File: src/rtl/thread_scheduler_pkg.sv
// Shared constants and types for the two-thread fetch scheduler and the core
// that consumes its fetch stream.
package thread_scheduler_pkg;

  localparam int WORD_W      = 16;
  localparam int TID_W       = 1;
  localparam int NUM_THREADS = 2;

  typedef logic [WORD_W-1:0] word_t;
  typedef logic [TID_W-1:0]  tid_t;

  typedef enum logic {
    TS_RUN    = 1'b0,
    TS_HALTED = 1'b1
  } thread_state_e;

  // Instruction opcodes; JMP/CALL/RET are what raise redir_valid, HALT raises halt_req.
  typedef enum logic [3:0] {
    OP_NOP  = 4'h0,
    OP_ALU  = 4'h1,
    OP_LD   = 4'h2,
    OP_ST   = 4'h3,
    OP_JMP  = 4'h4,
    OP_BR   = 4'h5,
    OP_CALL = 4'h6,
    OP_RET  = 4'h7,
    OP_HALT = 4'hF
  } opcode_e;

  function automatic tid_t other_tid(input tid_t t);
    return ~t;
  endfunction

endpackage

File: src/rtl/sched_thread_ctx.sv
// Per-thread context: program counter plus RUN/HALTED state. HALTED is sticky
// until reset; a halt arriving with a redirect on the same edge wins.
module sched_thread_ctx
  import thread_scheduler_pkg::*;
#(
  parameter word_t START_PC = 16'h0000,
  parameter word_t PC_STEP  = 16'h0002
) (
  input  logic  clk,
  input  logic  reset,
  input  logic  halt_set,
  input  logic  redir_set,
  input  word_t redir_pc,
  input  logic  issue,
  output word_t pc,
  output logic  halted
);

  thread_state_e state_q, state_d;
  word_t         pc_q, pc_d;

  // Modulo-2^16 advance; the carry out of the top bit is intentionally dropped.
  function automatic word_t pc_advance(input word_t cur);
    return cur + PC_STEP;
  endfunction

  always_comb begin
    state_d = state_q;
    pc_d    = pc_q;
    case (state_q)
      TS_RUN: begin
        if (halt_set) begin
          state_d = TS_HALTED;
        end else if (redir_set) begin
          pc_d = redir_pc;
        end
        if (issue && !halt_set && !redir_set) begin
          pc_d = pc_advance(pc_q);
        end
      end
      TS_HALTED: begin
        state_d = TS_HALTED;
      end
      default: begin
        state_d = TS_RUN;
      end
    endcase
  end

  always_ff @(posedge clk) begin
    if (reset) begin
      state_q <= TS_RUN;
      pc_q    <= START_PC;
    end else begin
      state_q <= state_d;
      pc_q    <= pc_d;
    end
  end

  assign pc     = pc_q;
  assign halted = (state_q == TS_HALTED);

endmodule

File: src/rtl/thread_scheduler.sv
// Two-thread fetch scheduler: strict alternation between eligible threads,
// with per-thread halt and redirect, issuing one fetch PC per cycle.
module thread_scheduler
  import thread_scheduler_pkg::*;
#(
  parameter word_t T0_START = 16'h0000,
  parameter word_t T1_START = 16'h0001,
  parameter word_t PC_STEP  = 16'h0002
) (
  input  logic                   clk,
  input  logic                   reset,
  input  logic                   stall,
  input  logic                   halt_req,
  input  tid_t                   halt_tid,
  input  logic                   redir_valid,
  input  tid_t                   redir_tid,
  input  word_t                  redir_pc,
  output logic                   fetch_valid,
  output tid_t                   fetch_tid,
  output word_t                  fetch_pc,
  output logic [NUM_THREADS-1:0] halted,
  output logic                   halt
);

  word_t                  pc_q [NUM_THREADS];
  logic [NUM_THREADS-1:0] halted_q;
  logic [NUM_THREADS-1:0] halt_hit;
  logic [NUM_THREADS-1:0] redir_hit;
  logic [NUM_THREADS-1:0] elig;
  logic [NUM_THREADS-1:0] issue;
  tid_t                   last_tid;
  tid_t                   pref_tid;
  tid_t                   sel_tid;

  for (genvar i = 0; i < NUM_THREADS; i++) begin : g_thread
    localparam tid_t  TID   = tid_t'(i);
    localparam word_t START = (i == 0) ? T0_START : T1_START;

    assign halt_hit[i]  = !reset && halt_req    && (halt_tid  == TID);
    assign redir_hit[i] = !reset && redir_valid && (redir_tid == TID);
    // A thread touched by halt or redirect this cycle sits out arbitration.
    assign elig[i]      = !halted_q[i] && !halt_hit[i] && !redir_hit[i];
    assign issue[i]     = fetch_valid && (sel_tid == TID);

    sched_thread_ctx #(
      .START_PC (START),
      .PC_STEP  (PC_STEP)
    ) u_ctx (
      .clk       (clk),
      .reset     (reset),
      .halt_set  (halt_hit[i]),
      .redir_set (redir_hit[i]),
      .redir_pc  (redir_pc),
      .issue     (issue[i]),
      .pc        (pc_q[i]),
      .halted    (halted_q[i])
    );
  end

  always_comb begin
    pref_tid = other_tid(last_tid);
    sel_tid  = last_tid;
    if (elig[pref_tid]) begin
      sel_tid = pref_tid;
    end
  end

  assign fetch_valid = !reset && !stall && (|elig);
  assign fetch_tid   = fetch_valid ? sel_tid : last_tid;
  assign fetch_pc    = pc_q[fetch_tid];

  // last_tid resets to 1 so that thread 0 is preferred on the first cycle.
  always_ff @(posedge clk) begin
    if (reset) begin
      last_tid <= tid_t'(1);
    end else if (fetch_valid) begin
      last_tid <= sel_tid;
    end
  end

  assign halted = halted_q;
  assign halt   = !reset && (&halted_q);

endmodule

File: config.mk
export PLATFORM = sky130hd
export DESIGN_NAME = thread_scheduler
export DESIGN_NICKNAME = d
export VERILOG_FILES = /design/src/rtl/thread_scheduler_pkg.sv /design/src/rtl/sched_thread_ctx.sv /design/src/rtl/thread_scheduler.sv
export SDC_FILE = /design/constraint.sdc
export NUM_CORES = 1
export LEC_CHECK = 0
export BUFFER_PORTS_ARGS = -buffer_cell sky130_fd_sc_hd__buf_4
export CORE_ASPECT_RATIO = 0.75
export CORE_UTILIZATION = 35
export CTS_BUF_LIST = sky130_fd_sc_hd__clkbuf_4
export DETAILED_ROUTE_END_ITERATION = 8
export MAX_ROUTING_LAYER = met4
export PLACE_DENSITY = 0.59
export SYNTH_ARGS = -nofsm -noshare
export SYNTH_HDL_FRONTEND = slang
export SYNTH_SLANG_ARGS = --single-unit
File: constraint.sdc
create_clock -name clk -period 1.8 [get_ports clk]
set_input_delay 0.09 -clock clk [delete_from_list [all_inputs] [get_ports clk]]
set_output_delay 0.09 -clock clk [all_outputs]
set_load 0.01 [all_outputs]
Word level (Yosys, flattened, before mapping)
Cells that the tools add are included.
{"block": "op_classes", "addsub": 2, "order_cmp": 2, "n_eq_ne": 2, "muxes": 17, "bitwise": 7, "reduce_logical": 33}
{"operator": "two-way mux 16 bit", "count": 9}
{"operator": "adder 16 x 2 -> 16 bit, second input constant", "count": 2}
{"operator": "logical AND 1 bit", "count": 19}
{"operator": "zero test 1 bit", "count": 8}
{"operator": "two-way mux 1 bit", "count": 6}
{"operator": "NOT 1 bit", "count": 6}
{"operator": "AND reduction 3 bit", "count": 2}
{"operator": "!= test 2 bit, second input constant", "count": 2}
{"operator": "one-hot mux 1 bit (2 select lines)", "count": 2}
{"operator": "nonzero test 2 bit", "count": 2}
{"operator": "greater-or-equal comparator 2 bit, second input constant", "count": 1}
{"operator": "less-than comparator 1 x 2 -> 1 bit, second input constant", "count": 1}
{"operator": "NOT 1 -> 2 bit", "count": 1}
{"operator": "AND reduction 2 bit", "count": 1}
{"operator": "OR reduction 2 bit", "count": 1}
{"block": "word_totals", "regBits": 35, "output_inout_bits": 21, "wordCells": 68}

Longest topological paths before layout
{"block": "logic_depth", "word_depth": 15, "mapped_depth": 8, "mapped_depth_nobuf": 6}

Hierarchy
From an unflattened synthesis, not the netlist that was laid out.
{"block": "hier_totals", "cells_unflattened": 306, "hier_area_um2": 2493.6}
{"mod": "sched_thread_ctx at g_thread[0].u_ctx", "instances": 1, "cells_each": 132, "area_per_inst_um2": 1042.2, "seq_area_each_um2": 340.3}
{"mod": "sched_thread_ctx at g_thread[1].u_ctx", "instances": 1, "cells_each": 130, "area_per_inst_um2": 1012.2, "seq_area_each_um2": 340.3}
{"mod": "thread_scheduler", "instances": 1, "cells_each": 44, "area_per_inst_um2": 439.2, "seq_area_each_um2": 20.0}

Least setup slack after synthesis
Ideal clock, no wire load.
{"block": "synth_timing", "kind": "reg-to-reg", "from": "reg g_thread[1].u_ctx.pc_q[1]", "to": "reg g_thread[1].u_ctx.pc_q[15]", "setup_time_ps": 86, "t_arrival_ps": 1712, "t_required_ps": 1714, "path_slack_ps": 1, "path_stages_with_launch": 8, "period_less_slack_ps": 1799, "path_cell_list": "dfxtp_1 > ha_1 > and4_1 > and2_1 > buf_1 > nand3_1 > a211o_1 > a221oi_2"}
{"block": "synth_via", "elab_chain_cells": 2}
{"item": "from (decl)", "line": "sched_thread_ctx.sv:20", "rtl": "word_t pc_q, pc_d;"}
{"item": "from (signal assigned)", "line": "sched_thread_ctx.sv:56", "rtl": "pc_q <= pc_d;"}
{"item": "adder 16 x 2 -> 16 bit", "line": "sched_thread_ctx.sv:24", "rtl": "return cur + PC_STEP;"}
{"item": "two-way mux 16 bit", "line": "sched_thread_ctx.sv:37", "rtl": "if (issue && !halt_set && !redir_set) begin"}
Every way passes these cells.
A chain may end at the register's enable or synchronous reset.

Worst setup path in the final report
{"block": "layout_timing", "from": "reg g_thread[1].u_ctx.state_q", "to": "out fetch_pc[14]"}
{"block": "layout_via", "elab_chain_cells": 11}
{"item": "from (decl)", "line": "sched_thread_ctx.sv:19", "rtl": "thread_state_e state_q, state_d;"}
{"item": "from (signal assigned)", "line": "sched_thread_ctx.sv:55", "rtl": "state_q <= state_d;"}
{"item": "zero test 1 bit *", "line": "thread_scheduler.sv:42", "rtl": "assign elig[i] = !halted_q[i] && !halt_hit[i] && !redir_hit[i];"}
{"item": "logical AND 1 bit * (2 in a row)", "line": "thread_scheduler.sv:42"}
{"item": "two-way mux 1 bit (not written as such) (2 in a row)", "line": "thread_scheduler.sv:63", "rtl": "if (elig[pref_tid]) begin"}
{"item": "two-way mux 1 bit", "line": "thread_scheduler.sv:63"}
{"item": "two-way mux 1 bit *"}
{"item": "NOT 1 -> 2 bit (not written as such) *", "line": "thread_scheduler.sv:70", "rtl": "assign fetch_pc = pc_q[fetch_tid];"}
{"item": "two-way mux 16 bit (not written as such) * (3 in a row)", "line": "thread_scheduler.sv:70"}
{"item": "to (decl)", "line": "thread_scheduler.sv:20", "rtl": "output word_t fetch_pc,"}
Every way passes the cells marked *; elsewhere a longest branch is shown, timed or not. The select of a mux whose other input is x is not followed.

==> out/summary.md <==
The run finished, with violations left. The checks that failed: negative setup slack. Of the total synthesized cell area, the portion taken by AND, OR, NAND and NOR gates is 22.5%. Total die area: 7550 µm². Xor/xnor share of the synthesized area: 0%. The global routing usage summed across all routing layers is 25.4%, and the chip height is 75.5 µm. Summing internal, switching and leakage power gives 2.15 mW. The worst hold path begins at redir_pc[6]. The number of endpoints failing setup at the final stage was 47.

Headroom to the max-slew limit came out at 74.2%. The setup slack after placement came out at -0.0658 ns. The horizontal extent of the die works out to 100 µm.

Leaving out fill and tap cells, the most frequent cell in the layout is sky130_fd_sc_hd__buf_4. 0 antenna diodes ended up in the layout. The slowest cell on the critical path is sky130_fd_sc_hd__a221o_1.

The floorplan step defined a core boundary enclosing 6900 µm². Summing the areas of all fa, ha and maj instances in the mapped netlist gives 0.993% of the synthesized area. The longest individual stage delay on the worst path came out at 0.34 ns.

Predominant post-synthesis flop cell: sky130_fd_sc_hd__dfxtp_1. After layout, the worst path uses 116% of the clock period. The detailed-route wire length is 9400 µm.

Registers take 701 µm². For this run, the number of Yosys warnings is 0. The tools report the number of nets with antenna violations after detailed routing as 0.

The run gives 662 as the number of fillers in the final layout. The multiplexer share of the synthesized area works out to 12.3%. Total leakage power: 1.43 nW. The signal on the critical path passes through a221o_1 > o31ai_2 > a21oi_2 > nor2_4 > buf_12 > mux2_2 > buf_4.

The post-route worst hold slack came out at 0.0357 ns. The logs give 0.0160 ns for the setup skew after layout and 495 for the non-filler instance count after layout. For hold timing, the worst endpoint is g_thread[1].u_ctx.pc[6]. A synthesized cell averages 8.51 µm². Summing the sequential cell areas from Yosys gives 27.8% of the chip area. In this run the worst hold path is classified as input port to flip-flop. Synthesis instantiated 52 different standard cells from the library. The tools report the post-layout utilization of the core as 53.3%. For this run, design rule violations remaining after detail routing come to 0. In this run the critical register-to-register path is captured at g_thread[0].u_ctx.pc[3].

Ranked by total cell area, the synthesized netlist is headed by sky130_fd_sc_hd__dfxtp_1 (28%), sky130_fd_sc_hd__mux2i_1 (8.7%), sky130_fd_sc_hd__a211oi_1 (4.2%). The startpoint type of the worst setup path was a flip-flop. Once layout is done, the placed cells without fillers occupy 3680 µm².

Net count reported at finish: 421. By startpoint and endpoint, the worst setup path is classified as flip-flop to output pin. Maximum VDD drop: 0.294 mV. For the final worst slack, the log shows -0.288 ns. The worst hold path was traced through 3 stages. Setup repair after global routing could not meet its margin everywhere. The gate count after technology mapping is 296.

The synthesized netlist net count was 321; the data arrival time of the critical path was 2.00 ns. The tree is rooted in a sky130_fd_sc_hd__clkbuf_4. Leading area contributor after synthesis: sky130_fd_sc_hd__dfxtp_1. For this run, the top clock speed supported by timing is 0.479 GHz. The max-slew violation count is 0, and the layout cell share with drive strength beyond 1 is 41.3%. The wire-length estimate of the detail-placed layout is 6800 µm. In the layout the commonest cells are sky130_fd_sc_hd__buf_4 (97), sky130_fd_sc_hd__dfxtp_1 (35), sky130_fd_sc_hd__inv_1 (22), sky130_fd_sc_hd__mux2i_1 (21), sky130_fd_sc_hd__nand2_1 (18). TritonCTS built the clock tree. After detailed placement, the total cell area comes to 3270 µm². Across all register-to-register paths, the minimum setup slack is -0.20 ns.

The run gives 2520 µm² as the cell area after technology mapping. The worst-path maximum fanout was 14; the number of flops mapped to enable cells by yosys was 0. Synthesized-area fraction occupied by ao, oa, aoi and oai cells: 29.3%.

After synthesis the netlist holds a flip-flop and latch count of 35. STA classifies the critical path endpoint as an output pin. Data on the critical path is required at its endpoint by 1.71 ns. Entering global routing, the biggest net connects 37 pins. The worst reg2reg path depth works out to 11. Count of TritonRoute iterations in the first routing pass: 6. The number of buffer cells added on primary ports is 43, and the number of core rows is 26. The logs give 0 for the initial antenna violation count and 2868 for the via total after detailed routing. The number of violations of the max-capacitance limit is 0. The tools report the beginning of the worst register-to-register path as g_thread[1].u_ctx.halted.

The worst path needs 2.09 ns of the cycle, external delays included. 44 I/O pins were placed. Counting every sink on the clock net gives 35. The top cell type's share of synthesized area came out at 27.8%. The multi-input combinational cells in the finished layout cover a total of 1840 µm². Relative to the synthesized area, the layout overhead comes to 45.9%. Adding up every negative setup slack in the final design gives -7.22 ns. After synthesis, the largest family of logic cells by area is compound AO/OA/AOI/OAI gates.

The total overflow left after global routing is 0. The logs give 36.5% for the effective utilization at floorplan and 5 for the CTS buffer count. The via density per instance was 5.79; the total power per unit cell area was 585 nW/µm². The buffer depth of the longest clock path came out at 2. The async set-reset flop share out of synthesis is 0%. The number of failing hold endpoints at the final stage was 0; the actual slew at the worst max-slew pin was 0.387 ns. Routability-driven placement finished with a final weighted congestion of 0.912.

Clock latency on the worst-skew pair, taken at its later pin, is 0.35 ns. The number of global-route vias before repair is 2568, and the routed wirelength normalized by instance count is 19.0 µm. The first global-routing pass estimated 14000 µm of wire. Including well taps, the total number of placed cells is 469. The run gives 2 as the maximum level of the CTS H-tree. The detailed router finished its first iteration with 207 violations. After clock tree synthesis, the clock-pin slew on the worst setup and hold paths is 0.13 ns.
## flip-flops by register name, indices dropped and copies added (netlist names)
name and cells:
last_tid 1, g_thread.u_ctx.halted 2, g_thread.u_ctx.pc 32
## worst max-delay path: cells and delay by family (launching register included)
family          cells  cell delay (ns)
simple gates        1             0.11
flops               1             0.33
mux                 1             0.34
buf+inv             2             0.29
compound gates      3             0.58
## layer usage
layer	up-vias	global-route usage (%)	wire [µm]
li1	1357	-	-
met1	1377	35.8	4460
met2	121	37.8	4130
met3	13	4.95	677
met4	0	5.64	134
met5	-	-	0
## final cells by class
type                    count  share of cell area (%)
well taps                  98                    3.33
repair buffers            108                    23.9
inverters                  22                    2.25
clock buffers               5                    1.02
multi-input cells         224                    50.1
clock inverters             3                   0.408
flip-flops and latches     35                    19.1
## power by group
| group | internal (mW) | switching (mW) |
|---|---|---|
| Combinational | 0.386 | 0.432 |
| Sequential | 0.838 | 0.0509 |
| Clock | 0.143 | 0.300 |
| Total | 1.37 | 0.783 |
## synthesized netlist by cell type (all sizes together) (6+ instances only)
| master | count |
|---|---|
| a211o | 8 |
| a211oi | 14 |
| a21oi | 14 |
| a221oi | 9 |
| and4 | 6 |
| buf | 11 |
| dfxtp | 35 |
| inv | 22 |
| mux2 | 8 |
| mux2i | 22 |
| nand2 | 20 |
| nand3 | 14 |
| nand4 | 10 |
| nor2 | 20 |
| nor4 | 6 |
| o211ai | 6 |
| o21ai | 8 |
| o32ai | 11 |
## cell families (layout without fill, tap and decap cells)
group | after synthesis | after routing
simple gates | 99 | 100
compound gates | 92 | 92
buf+inv | 38 | 138
flops | 35 | 35
mux | 30 | 30
fa+ha+maj | 2 | 2
## worst max-delay path by stage
stage	startpoint	slack, ns	depth (start not counted)	endpoint
2_1_floorplan	g_thread[1].u_ctx.pc[1]	0.001	7	g_thread[1].u_ctx.pc[15]
3_3_place_gp	redir_valid	-0.01	6	g_thread[1].u_ctx.pc[13]
3_5_place_dp	redir_valid	-0.07	6	g_thread[1].u_ctx.pc[11]
4_1_cts	g_thread[1].u_ctx.halted	-0.29	7	fetch_pc[14]
5_1_grt	g_thread[1].u_ctx.halted	-0.36	8	fetch_pc[15]
6_report	g_thread[1].u_ctx.halted	-0.29	7	fetch_pc[14]
## timing repair
action / in CTS / in global routing
hold buffers: 1 / 0
gates cloned: 1 / 0
setup buffers: 6 / 10
endpoints found under the setup margin: 24 / 42
pin swaps: 3 / 21
endpoints found under the hold margin: 1 / 0
gates resized for setup: 9 / 36
(Power assumes the default switching activity.)
